`src/rtl/vga_axil_if.sv`:
```
// vga_axil_if: AXI-Lite channel bundle between the system initiator and the
// VGA register file. clk/rst are not part of the bundle.
//
// Handshake rule for every channel (AR, R, AW, W, B): a transfer happens on a
// rising clk edge where valid and ready are both high. The source holds its
// payload stable while valid is high and ready is low.
interface vga_axil_if #(
  parameter int ADDR_W = 32,
  parameter int DATA_W = 32
);
  logic [ADDR_W-1:0]   araddr;
  logic                arvalid;
  logic                arready;
  logic [DATA_W-1:0]   rdata;
  logic [1:0]          rresp;
  logic                rvalid;
  logic                rready;
  logic [ADDR_W-1:0]   awaddr;
  logic                awvalid;
  logic                awready;
  logic [DATA_W-1:0]   wdata;
  logic [DATA_W/8-1:0] wstrb;
  logic                wvalid;
  logic                wready;
  logic [1:0]          bresp;
  logic                bvalid;
  logic                bready;

  modport slave (
    input  araddr, arvalid, rready, awaddr, awvalid, wdata, wstrb, wvalid, bready,
    output arready, rdata, rresp, rvalid, awready, wready, bresp, bvalid
  );

  modport master (
    output araddr, arvalid, rready, awaddr, awvalid, wdata, wstrb, wvalid, bready,
    input  arready, rdata, rresp, rvalid, awready, wready, bresp, bvalid
  );
endinterface

```
`src/rtl/vga_axil_regs.sv`:
```
// vga_axil_regs: AXI-Lite register file for the VGA controller.
//   0x00 CTRL rw [1:0], 0x04 BG_COLOR rw [11:0], 0x08 FG_COLOR rw [11:0],
//   0x0C STATUS ro [15:0] (frame_cnt_i), 0x10 SCRATCH rw [31:0].
// Independent read and write FSMs, one outstanding transaction each.
// Optional build macro VGA_AXIL_STRB_EN: when defined, wstrb masks bytes of a
// write; when undefined every accepted write replaces the full word.
// dbg_w_state_o / dbg_r_state_o expose the FSM states (1 = response pending).
module vga_axil_regs #(
  parameter int          ADDR_W = 32,
  parameter int          DATA_W = 32,
  parameter logic [11:0] BG_RST = 12'h000,
  parameter logic [11:0] FG_RST = 12'hFFF
) (
  input  logic        clk,
  input  logic        rst,
  vga_axil_if.slave   bus,
  output logic        vga_en_o,
  output logic        vga_pattern_o,
  output logic [11:0] vga_bg_o,
  output logic [11:0] vga_fg_o,
  input  logic [15:0] frame_cnt_i,
  output logic        dbg_w_state_o,
  output logic        dbg_r_state_o
);
  localparam logic [1:0] RESP_OKAY   = 2'b00;
  localparam logic [1:0] RESP_SLVERR = 2'b10;
  localparam int         STRB_W      = DATA_W / 8;
  localparam logic [ADDR_W-1:0] MAP_END = ADDR_W'(32'h14);

  typedef enum logic {W_IDLE = 1'b0, W_RESP = 1'b1} w_state_e;
  typedef enum logic {R_IDLE = 1'b0, R_RESP = 1'b1} r_state_e;

  w_state_e          w_state_q, w_state_d;
  r_state_e          r_state_q, r_state_d;
  logic [1:0]        ctrl_q, ctrl_d;
  logic [11:0]       bg_q, bg_d;
  logic [11:0]       fg_q, fg_d;
  logic [DATA_W-1:0] scratch_q, scratch_d;
  logic [DATA_W-1:0] rdata_q, rdata_d;
  logic [1:0]        rresp_q, rresp_d;
  logic [1:0]        bresp_q, bresp_d;

  logic [2:0]        wr_idx, rd_idx;
  logic              wr_in_map, wr_legal, rd_in_map;
  logic [DATA_W-1:0] wr_old, wr_mask, wr_new, rd_value;
  logic [1:0]        rd_resp;

  // Address decode, byte merge of the write target and read-side mux.
  always_comb begin
    wr_idx    = bus.awaddr[4:2];
    wr_in_map = bus.awaddr < MAP_END;
    wr_legal  = wr_in_map && (wr_idx != 3'd3);
    case (wr_idx)
      3'd0:    wr_old = DATA_W'(ctrl_q);
      3'd1:    wr_old = DATA_W'(bg_q);
      3'd2:    wr_old = DATA_W'(fg_q);
      3'd4:    wr_old = scratch_q;
      default: wr_old = '0;
    endcase
    wr_mask = '0;
`ifdef VGA_AXIL_STRB_EN
    for (int b = 0; b < STRB_W; b++) begin
      wr_mask[8*b +: 8] = {8{bus.wstrb[b]}};
    end
`else
    wr_mask = '1;
`endif
    wr_new = (wr_old & ~wr_mask) | (bus.wdata & wr_mask);

    rd_idx    = bus.araddr[4:2];
    rd_in_map = bus.araddr < MAP_END;
    rd_resp   = rd_in_map ? RESP_OKAY : RESP_SLVERR;
    rd_value  = '0;
    if (rd_in_map) begin
      case (rd_idx)
        3'd0:    rd_value = DATA_W'(ctrl_q);
        3'd1:    rd_value = DATA_W'(bg_q);
        3'd2:    rd_value = DATA_W'(fg_q);
        3'd3:    rd_value = DATA_W'(frame_cnt_i);
        3'd4:    rd_value = scratch_q;
        default: rd_value = '0;
      endcase
    end
  end

  // Write FSM: accept AW and W together in one cycle, then hold B until bready.
  always_comb begin
    w_state_d   = w_state_q;
    bresp_d     = bresp_q;
    ctrl_d      = ctrl_q;
    bg_d        = bg_q;
    fg_d        = fg_q;
    scratch_d   = scratch_q;
    bus.awready = 1'b0;
    bus.wready  = 1'b0;
    bus.bvalid  = 1'b0;
    case (w_state_q)
      W_IDLE: begin
        if (bus.awvalid && bus.wvalid && !rst) begin
          bus.awready = 1'b1;
          bus.wready  = 1'b1;
          w_state_d   = W_RESP;
          bresp_d     = wr_legal ? RESP_OKAY : RESP_SLVERR;
          if (wr_legal) begin
            case (wr_idx)
              3'd0:    ctrl_d    = wr_new[1:0];
              3'd1:    bg_d      = wr_new[11:0];
              3'd2:    fg_d      = wr_new[11:0];
              3'd4:    scratch_d = wr_new;
              default: ;
            endcase
          end
        end
      end
      W_RESP: begin
        bus.bvalid = 1'b1;
        if (bus.bready) w_state_d = W_IDLE;
      end
      default: w_state_d = W_IDLE;
    endcase
  end

  // Read FSM: capture data/response on AR accept, then hold R until rready.
  always_comb begin
    r_state_d   = r_state_q;
    rdata_d     = rdata_q;
    rresp_d     = rresp_q;
    bus.arready = 1'b0;
    bus.rvalid  = 1'b0;
    case (r_state_q)
      R_IDLE: begin
        if (bus.arvalid && !rst) begin
          bus.arready = 1'b1;
          rdata_d     = rd_value;
          rresp_d     = rd_resp;
          r_state_d   = R_RESP;
        end
      end
      R_RESP: begin
        bus.rvalid = 1'b1;
        if (bus.rready) r_state_d = R_IDLE;
      end
      default: r_state_d = R_IDLE;
    endcase
  end

  // State and register file flops with synchronous reset.
  always_ff @(posedge clk) begin
    if (rst) begin
      w_state_q <= W_IDLE;
      r_state_q <= R_IDLE;
      ctrl_q    <= '0;
      bg_q      <= BG_RST;
      fg_q      <= FG_RST;
      scratch_q <= '0;
      rdata_q   <= '0;
      rresp_q   <= RESP_OKAY;
      bresp_q   <= RESP_OKAY;
    end else begin
      w_state_q <= w_state_d;
      r_state_q <= r_state_d;
      ctrl_q    <= ctrl_d;
      bg_q      <= bg_d;
      fg_q      <= fg_d;
      scratch_q <= scratch_d;
      rdata_q   <= rdata_d;
      rresp_q   <= rresp_d;
      bresp_q   <= bresp_d;
    end
  end

  assign bus.rdata     = rdata_q;
  assign bus.rresp     = rresp_q;
  assign bus.bresp     = bresp_q;
  assign vga_en_o      = ctrl_q[0];
  assign vga_pattern_o = ctrl_q[1];
  assign vga_bg_o      = bg_q;
  assign vga_fg_o      = fg_q;
  assign dbg_w_state_o = w_state_q;
  assign dbg_r_state_o = r_state_q;
endmodule
```
`src/flat_wrapper.sv`:
```
// flat-port wrapper written by rule: the top's interface ports become plain ports
module vga_axil_regs_flat 
#(
  parameter int          ADDR_W = 32,
  parameter int          DATA_W = 32,
  parameter logic [11:0] BG_RST = 12'h000,
  parameter logic [11:0] FG_RST = 12'hFFF
)
  (clk, rst, vga_en_o, vga_pattern_o, vga_bg_o, vga_fg_o, frame_cnt_i, dbg_w_state_o, dbg_r_state_o, bus_araddr, bus_arvalid, bus_rready, bus_awaddr, bus_awvalid, bus_wdata, bus_wstrb, bus_wvalid, bus_bready, bus_arready, bus_rdata, bus_rresp, bus_rvalid, bus_awready, bus_wready, bus_bresp, bus_bvalid);
  vga_axil_if #(.ADDR_W(ADDR_W), .DATA_W(DATA_W)) bus_i ();
  input  logic clk;
  input  logic rst;
  output logic vga_en_o;
  output logic vga_pattern_o;
  output logic [11:0] vga_bg_o;
  output logic [11:0] vga_fg_o;
  input  logic [15:0] frame_cnt_i;
  output logic dbg_w_state_o;
  output logic dbg_r_state_o;
  input wire logic [$bits(bus_i.araddr)-1:0] bus_araddr;
  input wire logic [$bits(bus_i.arvalid)-1:0] bus_arvalid;
  input wire logic [$bits(bus_i.rready)-1:0] bus_rready;
  input wire logic [$bits(bus_i.awaddr)-1:0] bus_awaddr;
  input wire logic [$bits(bus_i.awvalid)-1:0] bus_awvalid;
  input wire logic [$bits(bus_i.wdata)-1:0] bus_wdata;
  input wire logic [$bits(bus_i.wstrb)-1:0] bus_wstrb;
  input wire logic [$bits(bus_i.wvalid)-1:0] bus_wvalid;
  input wire logic [$bits(bus_i.bready)-1:0] bus_bready;
  output wire logic [$bits(bus_i.arready)-1:0] bus_arready;
  output wire logic [$bits(bus_i.rdata)-1:0] bus_rdata;
  output wire logic [$bits(bus_i.rresp)-1:0] bus_rresp;
  output wire logic [$bits(bus_i.rvalid)-1:0] bus_rvalid;
  output wire logic [$bits(bus_i.awready)-1:0] bus_awready;
  output wire logic [$bits(bus_i.wready)-1:0] bus_wready;
  output wire logic [$bits(bus_i.bresp)-1:0] bus_bresp;
  output wire logic [$bits(bus_i.bvalid)-1:0] bus_bvalid;
  assign bus_i.araddr = bus_araddr;
  assign bus_i.arvalid = bus_arvalid;
  assign bus_i.rready = bus_rready;
  assign bus_i.awaddr = bus_awaddr;
  assign bus_i.awvalid = bus_awvalid;
  assign bus_i.wdata = bus_wdata;
  assign bus_i.wstrb = bus_wstrb;
  assign bus_i.wvalid = bus_wvalid;
  assign bus_i.bready = bus_bready;
  assign bus_arready = bus_i.arready;
  assign bus_rdata = bus_i.rdata;
  assign bus_rresp = bus_i.rresp;
  assign bus_rvalid = bus_i.rvalid;
  assign bus_awready = bus_i.awready;
  assign bus_wready = bus_i.wready;
  assign bus_bresp = bus_i.bresp;
  assign bus_bvalid = bus_i.bvalid;
  vga_axil_regs #(.ADDR_W(ADDR_W), .DATA_W(DATA_W), .BG_RST(BG_RST), .FG_RST(FG_RST)) u_core (.clk(clk), .rst(rst), .bus(bus_i), .vga_en_o(vga_en_o), .vga_pattern_o(vga_pattern_o), .vga_bg_o(vga_bg_o), .vga_fg_o(vga_fg_o), .frame_cnt_i(frame_cnt_i), .dbg_w_state_o(dbg_w_state_o), .dbg_r_state_o(dbg_r_state_o));
endmodule
```
`config.mk`:
```
export PLATFORM = sky130hd
export DESIGN_NAME = vga_axil_regs_flat
export DESIGN_NICKNAME = d
export VERILOG_FILES = /design/src/rtl/vga_axil_if.sv /design/src/rtl/vga_axil_regs.sv /design/src/flat_wrapper.sv
export SDC_FILE = /design/constraint.sdc
export NUM_CORES = 1
export LEC_CHECK = 0
export ABC_AREA = 0
export BUFFER_PORTS_ARGS = -buffer_cell sky130_fd_sc_hd__buf_4
export CAP_MARGIN = 20
export CORE_MARGIN = 2
export CORE_UTILIZATION = 42
export DETAILED_ROUTE_END_ITERATION = 8
export PLACE_DENSITY = 0.76
export SYNTH_ARGS = -nofsm -noshare
export SYNTH_HDL_FRONTEND = slang
export SYNTH_SLANG_ARGS = --single-unit
```
`constraint.sdc`:
```
create_clock -name clk -period 2.05 [get_ports clk]
set_input_delay 0.5125 -clock clk [delete_from_list [all_inputs] [get_ports clk]]
set_output_delay 0.5125 -clock clk [all_outputs]
set_load 0.05 [all_outputs]
```
* Word-level counts from Yosys, hierarchy flattened *
Cells that the tools add are included.

word-level totals
  bits in registers = 96
  latch bits = 0
  bits in writable memories = 0
  bits in read-only memories = 0
  output and inout bits = 69
  logic and storage cells = 48
  memories = 0

cells by class
  add/sub/neg operators = 0
  multipliers = 0
  div/mod/pow operators = 0
  order comparisons = 2
  equal/unequal tests = 8
  shift-type cells = 0
  mux-type cells = 14
  bitwise gates (word level) = 2
  reductions and logical operators = 13

operators with widths
  kind                 count
  $pmux 32 s5          1
  $lt 32x5->1 const B  2
  $mux 32              1
  $reduce_and 4->1     4
  $eq 3x2->1 const B   3
  $mux 1               8
  $eq 3x1->1 const B   2
  $eq 3x3->1 const B   2
  $logic_not 3->1      2
  $logic_and 1x1->1    4
  $mux 2               2
  $pmux 1 s2           2
  $reduce_and 2->1     2
  $ne 3x2->1 const B   1
  $not 1->1            2
  $logic_not 1->1      1

* Depth between registers and ports, before layout *
  depth after elaboration = 4
  mapped depth = 6
  depth with buffers taken out = 4

* Worst setup path after synthesis *
Ideal clock, no wire load.

  path kind = input to register
  start point = in rst
  end point = reg u_core.rdata_q[10], in the netlist u_core.bus.rdata[10]
  setup time = 0.060 ns
  data arrival time = 3.028 ns
  data required time = 1.990 ns
  setup slack = -1.039 ns
  cell stages on the path = 6
  cells stage by stage = buf_2 > nor3b_1 > nand4_1 > nor3_2 > buf_2 > a22o_1

between the ends
  word-level cells in the longest chain between the ends = 3

ends and longest elaborated chain
  element                     RTL line              text
  from (decl)                 flat_wrapper.sv:12    input logic rst;
  $logic_not 1->1             vga_axil_regs.sv:132  if (bus.arvalid && !rst) begin
  $logic_and 1x1->1           vga_axil_regs.sv:132
  $reduce_and 2->1 (no line)  n/a
  to (signal assigned)        vga_axil_regs.sv:166  rdata_q <= rdata_d;
  to (decl)                   vga_axil_regs.sv:39   logic [DATA_W-1:0] rdata_q, rdata_d;

Parallel ways exist; a longest one is shown, timed or not.
A chain may end at the register's enable or synchronous reset.

* Final worst setup path *
  start point = in bus_awaddr[19]
  end point = reg u_core.scratch_q[20]

between the ends
  word-level cells in the longest chain between the ends = 3

ends and longest elaborated chain
  element                     RTL line              text
  from (decl)                 flat_wrapper.sv:23    input wire logic [$bits(bus_i.awaddr)-1:0] bus_awaddr;
  $lt 32x5->1                 vga_axil_regs.sv:51   wr_in_map = bus.awaddr < MAP_END;
  $logic_and 1x1->1           vga_axil_regs.sv:52   wr_legal = wr_in_map && (wr_idx != 3'd3);
  $reduce_and 4->1 (no line)  n/a
  to (signal assigned)        vga_axil_regs.sv:165  scratch_q <= scratch_d;
  to (decl)                   vga_axil_regs.sv:38   logic [DATA_W-1:0] scratch_q, scratch_d;

No other way between the ends.

==> metrics.md <==
| Metric | Value |
|---|---|
| Grt ovf | `0` |
| Simple-gate share of the synthesized area | `0.181` |
| Yosys cell types | `34` |
| Min Hold Slack | `0.324 ns` |
| Die area | `10500 µm²` |
| Port bufs | `181` |
| Tcrit/Tclk final | `0.915` |
| CP Data Required Time | `2.34 ns` |
| FFs w/ async S/R, synth | `0` |
| Post-layout util | `0.635` |
| Ant diodes | `0` |
| Count of hold buffers inserted by post-cts repair | `0` |
| Synth warn | `0` |
| Area grow syn2layout | `46.1%` |
| Worst hold path type | `primary input to register` |
| Flop2flop setup slack | `0.32 ns` |
| Crit-path max cell delay | `a little over 0.4 ns` |
| Leading area contributor after synthesis | `dfxtp_1` |
| Dpl ws | `-0.219 ns` |
| # setup viols final | `0` |
| Initial Utilization | `0.435` |
| Die width | `between 100 and 150 µm` |
| Wire per inst | `about 15 µm` |
| Maximum VDD drop | `around 400 µV` |
| Most frequent cells in the layout | `buf_4 (200), nand2_1 (93), dfxtp_1 (93)` |
| CTS root buf | `clkbuf_8` |
| Rel. slew slack | `0.425` |
| Mapped Cells | `430` |
| Compound-Gate Fraction of Synth Area | `0.128` |
| Register area share after synthesis | `0.464` |
| Maxcap violations | `0` |
| Vias/cell | `5.03` |
| Worst Clk Skew | `0.0161 ns` |
| Layout cells sized above 1 | `0.400` |
| Worst path top cell family by delay | `simple AND/OR/NAND/NOR gates` |
| Most common cell after layout, fill and taps aside | `buf_4` |
| Worst slew pin tran | `0.861 ns` |
| Synth Flop Type | `dfxtp_1` |
| Register-to-Register Path Depth | `6` |
| DRT Pass-1 Iters | `4` |
| Critical path arrival | `2.16 ns` |
| Gpl congestion | `0.787` |
| Largest net degree at the start of global routing | `63` |
| Hold endpoint | `u_core.dbg_w_state_o$_SDFF_PP0_` |
| Worst path buffer plus inverter count | `3` |
| Synth area leaders | `dfxtp_1 (46%), mux2i_1 (15%), nand2_1 (8.6%), a22o_1 (7.1%), nor2_1 (2.9%)` |
| CP Cell Sequence | `buf_4 > nor4_2 > nand4_2 > buf_4 > nor4_2 > buf_12 > mux2i_1` |
| Combinational family with the most area after synthesis | `simple AND/OR/NAND/NOR gates` |
| Clock insertion delay at the later pin of the skew report | `0.36 ns` |
| WS Path Type | `primary input to register` |
| Clock sink total | `94` |
| Startpoint of the worst hold path | `bus_bready` |
| Die height | `between 100 and 150 µm` |
| Post-synth EDFFs | `0` |
| Antenna Nets Post-Route | `0` |
| Worst setup margin | `around 0.18 ns` |
| Fillers | `782` |
| F_max | `roughly 530 MHz` |
| Final Power | `3.60 mW` |
| Status | `completed` |
| Crit path max-delay cell type | `nor4_2` |
| Std cell rows | `35` |
| Setup Buffers After CTS | `0` |
| Mux contribution to synthesized area | `0.181` |
| Post_cts resized | `0` |
| TNS Setup | `0 ns` |
| CTS buffer count | `9` |
| Worst setup path startpoint | `bus_awaddr[19]` |
| Final Hold Vio Count | `0` |
| DRC violations left | `0` |
| I/O Pins | `192` |
| Synthesized flop and latch total | `94` |
| Average size of a mapped cell | `about 9.4 µm²` |
| Post-Synth Adder-Cell Area | `0` |
| R2r endpoint | `u_core.vga_bg_o[4]$_SDFFE_PP0P_` |
| Global-route wire length before repair | `around 17000 µm` |
| Hold Crit Depth | `2` |
| Setup crit end kind | `register` |
| Setup crit start kind | `primary input` |
| Crit Path Max Fanout | `20` |
| Clock Path Buffers | `2` |
| H-tree levels | `3` |
| Synth top area share | `0.464` |
| Reg2Reg Launch Point | `u_core.dbg_w_state_o$_SDFF_PP0_` |
| Hpwl dp | `8670 µm` |
| Initial antenna violation count | `0` |
| Drt total wl | `11400 µm` |
| Vias in the first global route | `3643` |
| Mapped cell area | `4060 µm²` |
| Final Slew Violations | `0` |
| Iter 0 DRT Violations | `101` |
| Post-layout min period | `1.87 ns` |
| Leak pwr | `~2.7 nW` |
| Post-Synth XOR/XNOR Area | `0` |
| Vias | `approximately 3700` |
| Nets | `between 700 and 800` |
| Power Dens Cells | `607 nW/µm²` |
| RSZ-0062 raised after global routing | `false` |
| Clk pin slew, worst setup/hold paths | `roughly 0.10 ns` |
| Core ar. | `9330 µm²` |
| CTS tree | `yes` |
| GR Util All Layers | `0.214` |
-- state kept, by name (all words and copies together) (netlist names) --
| name | flops |
|---|---|
| u_core.bus.bresp | 1 |
| u_core.bus.rdata | 32 |
| u_core.bus.rresp | 1 |
| u_core.ctrl_q | 2 |
| u_core.dbg_r_state_o | 1 |
| u_core.dbg_w_state_o | 1 |
| u_core.scratch_q | 32 |
| u_core.vga_bg_o | 12 |
| u_core.vga_fg_o | 12 |
-- report_power, final --
part           internal (mW)  switching [mW]  leakage (nW)  total, mW
logic                  0.226           0.215          1.82      0.441
clock network          0.620           0.698         0.106       1.32
registers               1.83         0.00591         0.759       1.84
-- cells in the mapped netlist (3+ instances only) --
cell type,count
nor2_1,31
nor3_1,4
nor2b_1,3
a21oi_1,3
buf_4,5
nand2_1,93
buf_2,10
mux2i_1,62
clkbuf_1,18
dfxtp_1,94
a32o_1,3
nor4_1,9
nor4_2,5
a22oi_1,10
mux2_2,10
o21ai_0,14
a22o_1,33
-- how the worst max path moves through the flow --
stage | end | slack, ns | cells past startpoint
floorplan | u_core.bus.rdata[21]$_SDFFE_PP0P_ | -0.08 | 6
global placement | u_core.scratch_q[21]$_SDFFE_PP0P_ | -0.13 | 7
detailed placement | u_core.scratch_q[20]$_SDFFE_PP0P_ | -0.22 | 7
CTS | u_core.scratch_q[20]$_SDFFE_PP0P_ | 0.16 | 7
global route | u_core.scratch_q[13]$_SDFFE_PP0P_ | 0.03 | 7
finish | u_core.scratch_q[20]$_SDFFE_PP0P_ | 0.18 | 7
-- logic make-up (layout without fill, tap and decap cells) --
group | after synthesis | count (layout)
other cells | 1 | 2
simple gates | 158 | 158
compound gates | 68 | 68
mux | 72 | 72
buf+inv | 37 | 223
flops | 94 | 94
-- routing by layer --
metal | track usage | routed length, µm | vias up
met5 | 0 | 0 | -
met4 | 0.0667 | 157 | 0
met3 | 0.0458 | 754 | 10
met2 | 0.380 | 5760 | 136
met1 | 0.259 | 4700 | 1732
li1 | - | - | 1871
-- through the flow --
stage	instances	cell area (µm²)
5_1_grt	746	5930
3_5_place_dp	730	5710
6_report	746	5930
4_1_cts	746	5930
3_3_place_gp	730	5710
2_1_floorplan	431	4120
-- layout make-up --
cell class	count	area (µm²)	share of cell area
Clock buffer	10	138	0.0232
Clock inverter	6	75.1	0.0127
Multi-Input combinational cell	300	2040	0.345
Tap cell	129	161	0.0272
Sequential cell	94	1880	0.318
Timing Repair Buffer	206	1620	0.274
Inverter	1	3.75	0.000633
(Power assumes the default switching activity.)
